==> src/rtl/game_flow_ctrl_if.sv <==
// Draw-request bus between the object drawers and game_flow_ctrl.
// master: drawers (drive requests, see select); slave: controller.
interface game_flow_ctrl_if #(
    parameter int NUM_HAZARDS = 4
);
    logic [NUM_HAZARDS-1:0] hazard_draw_req;
    logic                   gate_a_draw_req;
    logic                   gate_b_draw_req;
    logic                   frog_draw_req;
    logic                   endbank_draw_req;
    logic [7:0]             select_mux;

    modport master (
        output hazard_draw_req,
        output gate_a_draw_req,
        output gate_b_draw_req,
        output frog_draw_req,
        output endbank_draw_req,
        input  select_mux
    );

    modport slave (
        input  hazard_draw_req,
        input  gate_a_draw_req,
        input  gate_b_draw_req,
        input  frog_draw_req,
        input  endbank_draw_req,
        output select_mux
    );
endinterface

==> src/rtl/game_flow_ctrl.sv <==
// Frog game flow controller: draw arbitration, collisions, PLAY/WIN/LOSE/BUZ/GAMEOVER.
// Ports: clk, resetN (async low), draw (bus slave), start; outputs win, lose,
// game_over, gate_take, gate_sel, enable_sound, sound_freq, level, lives, log_enable.
// Macro GAME_LIVES_EN enables the lives counter and GAMEOVER; otherwise play is endless.
module game_flow_ctrl #(
    parameter int         NUM_HAZARDS    = 4,
    parameter int         NUM_LOGS       = 15,
    parameter int         LOGS_PER_LEVEL = 5,
    parameter int         LIVES          = 3,
    parameter int         MAX_LEVEL      = 8,
    parameter int         BUZ_CYCLES     = 50000000,
    parameter logic [9:0] WIN_FREQ       = 10'd500,
    parameter logic [9:0] LOSE_FREQ      = 10'd950
) (
    input  logic                clk,
    input  logic                resetN,
    game_flow_ctrl_if.slave     draw,
    input  logic                start,
    output logic                win,
    output logic                lose,
    output logic                game_over,
    output logic                gate_take,
    output logic                gate_sel,
    output logic                enable_sound,
    output logic [9:0]          sound_freq,
    output logic [7:0]          level,
    output logic [3:0]          lives,
    output logic [NUM_LOGS-1:0] log_enable
);
    typedef enum logic [2:0] {
        PLAY, WIN, LOSE, BUZ, GAMEOVER
    } state_t;

    localparam int CW = $clog2(BUZ_CYCLES + 1);
    localparam logic [CW-1:0] BUZ_LOAD = CW'(BUZ_CYCLES - 1);
    localparam logic [7:0] MAXL = 8'(MAX_LEVEL);

    state_t state, state_nxt;
    logic [CW-1:0] buz_cnt;
    logic [7:0] sel;
    logic [7:0] level_q, level_nxt;
    logic [NUM_LOGS-1:0] log_nxt;
    int log_cnt;
    logic in_play, hz_any, hit_lose, hit_win;
    logic contact, contact_q;
    logic out_of_lives, restart;

    // Later assignments win, so hazard 0 ends up with top priority.
    always_comb begin
        sel = '0;
        if (draw.endbank_draw_req) sel = 8'(NUM_HAZARDS + 4);
        if (draw.frog_draw_req)    sel = 8'(NUM_HAZARDS + 3);
        if (draw.gate_b_draw_req)  sel = 8'(NUM_HAZARDS + 2);
        if (draw.gate_a_draw_req)  sel = 8'(NUM_HAZARDS + 1);
        for (int i = NUM_HAZARDS - 1; i >= 0; i--)
            if (draw.hazard_draw_req[i]) sel = 8'(i + 1);
    end
    assign draw.select_mux = sel;

    assign in_play  = (state == PLAY);
    assign hz_any   = |draw.hazard_draw_req;
    assign hit_lose = in_play & draw.frog_draw_req & hz_any;
    assign hit_win  = in_play & draw.frog_draw_req
                    & draw.endbank_draw_req & ~hz_any;
    assign contact  = in_play & draw.frog_draw_req & ~hz_any
                    & (draw.gate_a_draw_req | draw.gate_b_draw_req);

`ifdef GAME_LIVES_EN
    logic [3:0] lives_q;
    assign lives        = lives_q;
    assign game_over    = (state == GAMEOVER);
    assign out_of_lives = (lives_q == 4'd0);
    assign restart      = (state == GAMEOVER) & start;

    always_ff @(posedge clk or negedge resetN) begin
        if (!resetN)
            lives_q <= 4'(LIVES);
        else if (restart)
            lives_q <= 4'(LIVES);
        else if (state == LOSE)
            lives_q <= lives_q - 4'd1;
    end
`else
    logic unused_start;
    assign unused_start = start;
    assign lives        = 4'(LIVES);
    assign game_over    = 1'b0;
    assign out_of_lives = 1'b0;
    assign restart      = 1'b0;
`endif

    always_comb begin
        state_nxt = state;
        unique case (state)
            PLAY: begin
                if (hit_lose)     state_nxt = LOSE;
                else if (hit_win) state_nxt = WIN;
            end
            WIN, LOSE: state_nxt = BUZ;
            BUZ: begin
                if (buz_cnt == '0)
                    state_nxt = out_of_lives ? GAMEOVER : PLAY;
            end
            GAMEOVER: begin
                if (restart) state_nxt = PLAY;
            end
            default: state_nxt = PLAY;
        endcase
    end

    always_comb begin
        level_nxt = level_q;
        if (state == WIN && level_q < MAXL)
            level_nxt = level_q + 8'd1;
        if (state == LOSE && level_q > 8'd1)
            level_nxt = level_q - 8'd1;
        if (restart)
            level_nxt = 8'd1;
        // Counts past NUM_LOGS simply leave every bit set.
        log_cnt = (int'(level_nxt) - 1) * LOGS_PER_LEVEL;
        for (int i = 0; i < NUM_LOGS; i++)
            log_nxt[i] = (i < log_cnt);
    end

    always_ff @(posedge clk or negedge resetN) begin
        if (!resetN) begin
            state      <= PLAY;
            buz_cnt    <= '0;
            level_q    <= 8'd1;
            log_enable <= '0;
            sound_freq <= '0;
            contact_q  <= 1'b0;
            gate_take  <= 1'b0;
            gate_sel   <= 1'b0;
        end else begin
            state      <= state_nxt;
            level_q    <= level_nxt;
            log_enable <= log_nxt;
            if (state == WIN || state == LOSE)
                buz_cnt <= BUZ_LOAD;
            else if (state == BUZ && buz_cnt != '0)
                buz_cnt <= buz_cnt - 1'b1;
            if (hit_lose)
                sound_freq <= LOSE_FREQ;
            else if (hit_win)
                sound_freq <= WIN_FREQ;
            contact_q <= contact;
            gate_take <= contact & ~contact_q;
            if (contact & ~contact_q)
                gate_sel <= draw.gate_a_draw_req;
        end
    end

    assign level        = level_q;
    assign win          = (state == WIN);
    assign lose         = (state == LOSE);
    assign enable_sound = (state == BUZ);
endmodule

==> src/flat_wrapper.sv <==
// flat-port wrapper written by rule: the top's interface ports become plain ports
module game_flow_ctrl_flat 
#(
    parameter int         NUM_HAZARDS    = 4,
    parameter int         NUM_LOGS       = 15,
    parameter int         LOGS_PER_LEVEL = 5,
    parameter int         LIVES          = 3,
    parameter int         MAX_LEVEL      = 8,
    parameter int         BUZ_CYCLES     = 50000000,
    parameter logic [9:0] WIN_FREQ       = 10'd500,
    parameter logic [9:0] LOSE_FREQ      = 10'd950
)
  (clk, resetN, start, win, lose, game_over, gate_take, gate_sel, enable_sound, sound_freq, level, lives, log_enable, draw_hazard_draw_req, draw_gate_a_draw_req, draw_gate_b_draw_req, draw_frog_draw_req, draw_endbank_draw_req, draw_select_mux);
  game_flow_ctrl_if #(.NUM_HAZARDS(NUM_HAZARDS)) draw_i ();
  input  logic clk;
  input  logic resetN;
  input  logic start;
  output logic win;
  output logic lose;
  output logic game_over;
  output logic gate_take;
  output logic gate_sel;
  output logic enable_sound;
  output logic [9:0] sound_freq;
  output logic [7:0] level;
  output logic [3:0] lives;
  output logic [NUM_LOGS-1:0] log_enable;
  input wire logic [$bits(draw_i.hazard_draw_req)-1:0] draw_hazard_draw_req;
  input wire logic [$bits(draw_i.gate_a_draw_req)-1:0] draw_gate_a_draw_req;
  input wire logic [$bits(draw_i.gate_b_draw_req)-1:0] draw_gate_b_draw_req;
  input wire logic [$bits(draw_i.frog_draw_req)-1:0] draw_frog_draw_req;
  input wire logic [$bits(draw_i.endbank_draw_req)-1:0] draw_endbank_draw_req;
  output wire logic [$bits(draw_i.select_mux)-1:0] draw_select_mux;
  assign draw_i.hazard_draw_req = draw_hazard_draw_req;
  assign draw_i.gate_a_draw_req = draw_gate_a_draw_req;
  assign draw_i.gate_b_draw_req = draw_gate_b_draw_req;
  assign draw_i.frog_draw_req = draw_frog_draw_req;
  assign draw_i.endbank_draw_req = draw_endbank_draw_req;
  assign draw_select_mux = draw_i.select_mux;
  game_flow_ctrl #(.NUM_HAZARDS(NUM_HAZARDS), .NUM_LOGS(NUM_LOGS), .LOGS_PER_LEVEL(LOGS_PER_LEVEL), .LIVES(LIVES), .MAX_LEVEL(MAX_LEVEL), .BUZ_CYCLES(BUZ_CYCLES), .WIN_FREQ(WIN_FREQ), .LOSE_FREQ(LOSE_FREQ)) u_core (.clk(clk), .resetN(resetN), .draw(draw_i), .start(start), .win(win), .lose(lose), .game_over(game_over), .gate_take(gate_take), .gate_sel(gate_sel), .enable_sound(enable_sound), .sound_freq(sound_freq), .level(level), .lives(lives), .log_enable(log_enable));
endmodule
==> config.mk <==
export PLATFORM = sky130hd
export DESIGN_NAME = game_flow_ctrl_flat
export DESIGN_NICKNAME = d
export VERILOG_FILES = /design/src/rtl/game_flow_ctrl_if.sv /design/src/rtl/game_flow_ctrl.sv /design/src/flat_wrapper.sv
export SDC_FILE = /design/constraint.sdc
export NUM_CORES = 1
export LEC_CHECK = 0
export ABC_AREA = 1
export BUFFER_PORTS_ARGS = -buffer_cell sky130_fd_sc_hd__buf_2
export CORE_ASPECT_RATIO = 0.75
export CORE_MARGIN = 2
export CORE_UTILIZATION = 60
export DETAILED_ROUTE_END_ITERATION = 8
export PLACE_DENSITY_LB_ADDON = 0.1
export SYNTH_ARGS = -nofsm -noshare
export SYNTH_HDL_FRONTEND = slang
export SYNTH_SLANG_ARGS = --single-unit
export TNS_END_PERCENT = 20
==> constraint.sdc <==
create_clock -name clk -period 8.7 [get_ports clk]
set_input_delay 0.435 -clock clk [delete_from_list [all_inputs] [get_ports clk]]
set_output_delay 0.435 -clock clk [all_outputs]
set_load 0.01 [all_outputs]
### After elaboration in Yosys (flattened, before gate mapping)

Cells that the tools add are included.

| operators by class | value |
|---|---|
| add/sub/neg operators | 4 |
| multipliers | 1 |
| order comparisons | 17 |
| equality and inequality tests | 6 |
| multiplexer cells | 18 |
| bitwise gates (word level) | 11 |
| reductions and logical operators | 12 |

Operators with widths:

| kind | number |
|---|---|
| 5-bit by 32-bit less-than comparator with 1-bit output, first input constant | 7 |
| 4-bit by 32-bit less-than comparator with 1-bit output, first input constant | 4 |
| 8-bit 2-to-1 mux | 9 |
| 3-bit by 32-bit less-than comparator with 1-bit output, first input constant | 2 |
| 26-bit 2-to-1 mux | 2 |
| 1-bit by 32-bit less-than comparator with 1-bit output, first input constant | 1 |
| 2-bit by 32-bit less-than comparator with 1-bit output, first input constant | 1 |
| 32-bit by 4-bit multiplier with 32-bit output, second input constant | 1 |
| 26-bit zero test | 1 |
| 26-bit nonzero test | 1 |
| 26-bit by 1-bit subtractor with 26-bit output, second input constant | 1 |
| 10-bit 2-to-1 mux | 2 |
| 3-bit one-hot mux with 4 select lines | 1 |
| 3-bit 2-to-1 mux | 3 |
| 8-bit by 1-bit subtractor with 9-bit output, second input constant | 1 |
| 8-bit by 1-bit adder with 8-bit output, second input constant | 1 |
| 8-bit by 1-bit greater-than comparator with 1-bit output, second input constant | 1 |
| 8-bit by 4-bit less-than comparator with 1-bit output, second input constant | 1 |
| 8-bit by 1-bit subtractor with 8-bit output, second input constant | 1 |
| 1-bit bitwise AND | 7 |
| 3-bit by 2-bit equality test with 1-bit output, second input constant | 2 |
| 4-bit 2-to-1 mux | 1 |
| 2-bit nonzero test | 2 |
| 4-bit OR reduction | 1 |
| other kinds (11) | 15 |

| storage, ports and cells | value |
|---|---|
| register bits after elaboration | 65 |
| input port bits | 11 |
| output and inout bits | 51 |
| word-level logic and storage cells | 77 |

### Logic depth before layout (Yosys ltp)

| logic depth | value |
|---|---|
| word-level depth | 8 |
| gate-level depth with buffers | 30 |
| gate-level depth less buffers | 28 |

### Worst setup path after synthesis

No wires, ideal clock.

| path | value |
|---|---|
| path type | reg2reg |
| start | reg u_core.level_q[0] (netlist: u_core.level[0]) |
| end | reg u_core.log_enable[0] |
| library setup time | 0.147 ns |
| data arrival time | 4.722 ns |
| data required time | 8.553 ns |
| setup slack | 3.831 ns |
| cell stages (with the launch flop) | 30 |
| path buffers | 2 |
| period minus slack after synthesis | 4.869 ns |
| path through | dfstp_2 > inv_1 > ha_1 > buf_2 > nor2_1 > nor2_1 > nand2_2 > nand2_4 > nand2_1 > xor2_2 > ha_1 > nand3_2 > nor2_4 > nand3_1 > xor2_1 > ha_1 > ha_1 > inv_1 > nor4_1 > nand2_1 > nand2_1 > nand2_1 > ha_1 > nand3_1 > nand3b_1 > nor2_1 > nand3_1 > clkbuf_1 > nor2_1 > a21oi_2 |

| on the way | value |
|---|---|
| word-level cells in the longest chain between the ends | 7 |
| elaborated cells between the ends (all ways) | 11 |
| those cells by class | add/sub: 3; mul: 1; order compare: 3; mux: 2; reduce/logical: 2 |

Ends and longest elaborated chain:

| what | RTL line | text |
|---|---|---|
| start, declared | game_flow_ctrl.sv:41 | `logic [7:0] level_q, level_nxt;` |
| start signal, assigned | game_flow_ctrl.sv:137 | `level_q <= level_nxt;` |
| 8-bit by 4-bit less-than comparator with 1-bit output | game_flow_ctrl.sv:113 | `if (state == WIN && level_q < MAXL)` |
| 1-bit logical AND | game_flow_ctrl.sv:113 |  |
| 8-bit 2-to-1 mux | game_flow_ctrl.sv:113 |  |
| 8-bit 2-to-1 mux (*) | game_flow_ctrl.sv:115 | `if (state == LOSE && level_q > 8'd1)` |
| 8-bit by 1-bit subtractor with 9-bit output (*) | game_flow_ctrl.sv:120 | `log_cnt = (int'(level_nxt) - 1) * LOGS_PER_LEVEL;` |
| 32-bit by 4-bit multiplier with 32-bit output (*) | game_flow_ctrl.sv:120 |  |
| 1-bit by 32-bit less-than comparator with 1-bit output (*) | game_flow_ctrl.sv:122 | `log_nxt[i] = (i < log_cnt);` |
| via u_core.log_nxt[0] | game_flow_ctrl.sv:42 | `logic [NUM_LOGS-1:0] log_nxt;` |
| end signal, assigned | game_flow_ctrl.sv:138 | `log_enable <= log_nxt;` |
| end, declared | game_flow_ctrl.sv:28 | `output logic [NUM_LOGS-1:0] log_enable` |

Mark *: on every way through the listed nets, which the timed path passes. The rest lies on a longest branch.
A chain may end at the register's enable or synchronous reset.

### Worst setup path in the final report

| path | value |
|---|---|
| start | reg u_core.level_q[0] (netlist: u_core.level[0]) |
| end | reg u_core.log_enable[10] |

| on the way | value |
|---|---|
| word-level cells in the longest chain between the ends | 7 |
| elaborated cells between the ends (all ways) | 11 |
| those cells by class | add/sub: 3; mul: 1; order compare: 3; mux: 2; reduce/logical: 2 |

Ends and longest elaborated chain:

| what | RTL line |
|---|---|
| 8-bit by 4-bit less-than comparator with 1-bit output | game_flow_ctrl.sv:113 |
| 1-bit logical AND | game_flow_ctrl.sv:113 |
| 8-bit 2-to-1 mux | game_flow_ctrl.sv:113 |
| 8-bit 2-to-1 mux (*) | game_flow_ctrl.sv:115 |
| 8-bit by 1-bit subtractor with 9-bit output (*) | game_flow_ctrl.sv:120 |
| 32-bit by 4-bit multiplier with 32-bit output (*) | game_flow_ctrl.sv:120 |
| 5-bit by 32-bit less-than comparator with 1-bit output (*) | game_flow_ctrl.sv:122 |
| via u_core.log_nxt[10] | game_flow_ctrl.sv:42 |

Marked as above.

==> flow_results.org <==
** Outcome
- The run finished with clean final reports.

** Synthesis
- Yosys mapped a number of flops with a built-in enable equal to 0.
- Of all flip-flops after synthesis, the portion carrying an async set or reset was 100.0%.
- Syn. warnings :: 0
- Of the synthesized area, sequential elements account for 33.49%.
- Prevailing post-synth register cell :: sky130_fd_sc_hd__dfrtp_1
- Counting flops and latches in the post-synthesis netlist gives 57.
- Count of mapped cells out of synthesis :: 575
- After synthesis the cells add up to 4263 um2.
- Mean instance size in the synthesized netlist :: 7.414 um2
- In this run, distinct cell masters in the synthesized netlist total 44.

** Cells and area
- The net count of the finished layout is 661.
- Leaving out fill and tap cells, the most frequent cells in the layout are 98 x sky130_fd_sc_hd__nand2_1, 80 x sky130_fd_sc_hd__inv_1, 67 x sky130_fd_sc_hd__nor2_1.
- The number of antenna diodes in the final layout is 0.
- Commonest non-fill, non-tap cell in the layout :: sky130_fd_sc_hd__nand2_1
- Layout cell share with drive strength beyond 1 :: 17.82%
- Area growth from synthesis to final layout :: 9.569%
- After routing the design area is 4671 um2.

** Critical path
- On the worst path, the slowest cell contributes a delay of 0.60 ns.
- The most numerous cell type found on the critical path is sky130_fd_sc_hd__nand2_1.
- The worst setup path is of the reg -> reg kind.
- In this run the worst path has a maximum fanout of 15.
- CP Launch Type :: flop
- STA classifies the critical path endpoint as a flop.
- STA puts the critical path data required time at 8.88 ns.
- Max stage delay cell, worst path :: sky130_fd_sc_hd__dfstp_2
- STA puts the critical path data arrival time at 5.79 ns.

** Drt
- Post-route DRC violation count :: 0
- In the final routed layout, each cell accounts on average for 12.54 um.
- The routed layout has 3763 vias.
- Before antenna repair, the detailed router went through 5 iterations.
- In the routed layout, each cell is associated on average with a via count of 5.322.
- Violation count after the first detailed-routing iteration :: 215
- Final wirelength :: 8.869 mm
- The detail route stage leaves a number of antenna-violating nets equal to 0.

** Floorplan
- Number of standard-cell rows in the floorplan :: 26
- X dimension of the die :: 101.3 um
- Measured along the y axis, the die boundary spans 77.00 um.
- For this configuration, the core starts out at a cell density of 62.40%.
- In this run the standard cell core region covers 6832 um2.
- Pin placement for this block handled 62 I/O pins.
- Total die area :: 7802 um2

** STA
- Of the available clock period, the critical path in the final layout requires 64.49%.
- Setup repair after global routing missed its margin :: false
- Subtracting the final worst setup slack from the clock period gives 5.611 ns.
- Slew HR :: 40.20%
- Total count of hold-check failures in the final report :: 0
- Transition time at the pin with the least slew margin :: 0.8970 ns
- The number of max-slew violations in the final report is 0.
- Summed over all failing endpoints, the final setup total negative slack is 0 ns.
- Setup clock skew after layout :: 0.01117 ns
- Fmax achieved :: 178.2 MHz
- Setup violations remaining at the end of the flow were counted as 0.
- After layout, the worst setup slack is 3.089 ns.

** Power
- Power consumption :: 2.004 mW
- For this design the static power due to leakage is 2.196 nW.
- Maximum VDD drop :: 0.2795 mV
- Power spread over the standard cell area amounts to 428.9 nW/um2.

** CTS
- Post-CTS Setup Inserts :: 0
- Clk root buf :: sky130_fd_sc_hd__clkbuf_8
- Clk_lat worst skew :: 0.34 ns
- Buffers inserted during clock tree synthesis total 9.
- The tree built by TritonCTS fans out to 57 sinks.
- Number of H-tree levels :: 3
- After clock tree synthesis, the clock-pin slew on the worst setup and hold paths is 0.07 ns.
- For this design, the CTS-stage hold fixing added 0 buffers.
- The clock passes through at most 2 buffers.
- TritonCTS clock tree :: yes
- The number of gates resized after CTS was 0.

** GRT
- GR Util All Layers :: 24.14%
- First-pass GRT wire length :: 15.30 mm
- Largest net degree at the start of global routing :: 58
- For this run the aggregate overflow at the end of global routing stands at 0.
- The initial antenna violation count came to 0.
- Number of global-route vias before repair :: 3414

** Placed design
- The count of buffers added on input and output ports is 49.
- The placed instances occupy a cell area of 4476 um2.
- Routability congestion estimate from global placement :: 0.9240
- Half-perimeter wire length of the detailed placement result :: 6.717 mm
- Place WS :: 3.155 ns

** Hold path
- Class of the worst hold path :: in -> async

** Run
- Max-cap violations in this run came to 0.
## stage by stage
stage | hold WS (ns) | cells | util, %
floorplan | 0.1394 | 584 | -
global placement | 0.4592 | 692 | 65.51
detailed placement | 0.4660 | 692 | 65.51
CTS | 0.2596 | 707 | 68.37
global route | 0.3006 | 707 | 68.37
finish | 0.2282 | 707 | 68.37
## where the power goes
part           switching, mW  internal [mW]  total, mW  leakage, nW
registers             0.0499          0.323      0.373        0.601
logic                  0.919          0.463       1.38         1.49
clock network          0.104          0.145      0.249        0.102
## worst paths after layout
check                                                 start                          endpoint  slack, ns  cells after the start
max                               u_core.level[0]$_DFF_PN1_   u_core.log_enable[10]$_DFF_PN0_       3.09                     28
min                                                  resetN     u_core.buz_cnt[8]$_DFFE_PN0P_       0.23                      2
max reg2reg                       u_core.level[0]$_DFF_PN1_   u_core.log_enable[10]$_DFF_PN0_       3.09                     28
min reg2reg                u_core.sound_freq[6]$_DFFE_PN0P_  u_core.sound_freq[6]$_DFFE_PN0P_       0.48                      2
max in group asynchronous                            resetN     u_core.buz_cnt[1]$_DFFE_PN0P_       7.99                      2
min in group clk                       draw_gate_b_draw_req        u_core.contact_q$_DFF_PN0_       0.39                      3
## cells by family (layout without fill, tap and decap cells)
family / count (synthesis) / in the layout / synth area share [%]
fa+ha+maj: 31 / 31 / 9.275
compound gates: 84 / 84 / 11.36
buf+inv: 111 / 150 / 11.80
xor+xnor: 16 / 16 / 3.464
simple gates: 274 / 274 / 30.44
flops: 57 / 57 / 33.49
other cells: 2 / 11 / 0.1762
## cells in the mapped netlist, drive strengths merged, types with 5 or more instances
cell / instances / area (um2)
clkbuf: 5 / 18.77
inv: 83 / 311.6
nand4: 12 / 75.07
o21ai: 34 / 170.2
ha: 30 / 375.4
xor2: 16 / 147.7
nand3: 47 / 255.3
nor3: 17 / 85.08
buf: 21 / 160.1
nor2: 78 / 350.3
nand2: 111 / 469.2
dfrtp: 56 / 1401
a21oi: 39 / 232.7
## registers in the layout, indices dropped and copies added (netlist names)
signal and count:
u_core.buz_cnt 26, u_core.log_enable 15, u_core.level 8, u_core.sound_freq 3, u_core.state 2, u_core.contact_q 1, u_core.gate_sel 1, u_core.gate_take 1
## critical path: cells and delay by family (launching register included)
kind	cells	cell delay, ns
buf+inv	4	0.57
fa+ha+maj	5	1.57
compound gates	2	0.36
flops	1	0.60
simple gates	17	2.36
## final cells by class
class	count	area, um2
multi-input combinational	416	2366
fill	594	2161
sequential	57	1428
inverter	85	324.1
timing repair buffer	50	252.7
clock buffer	12	155.1
tap	84	105.1
clock inverter	3	40.04
## routing by layer
layer,routed length (um),vias to the layer above,global-route usage (%)
li1,-,1925,-
met5,0,-,0
met1,4453,1718,35.11
met3,489,9,4.649
met4,87,0,6.486
met2,3839,111,36.69
Power figures use the tool's default switching activity.
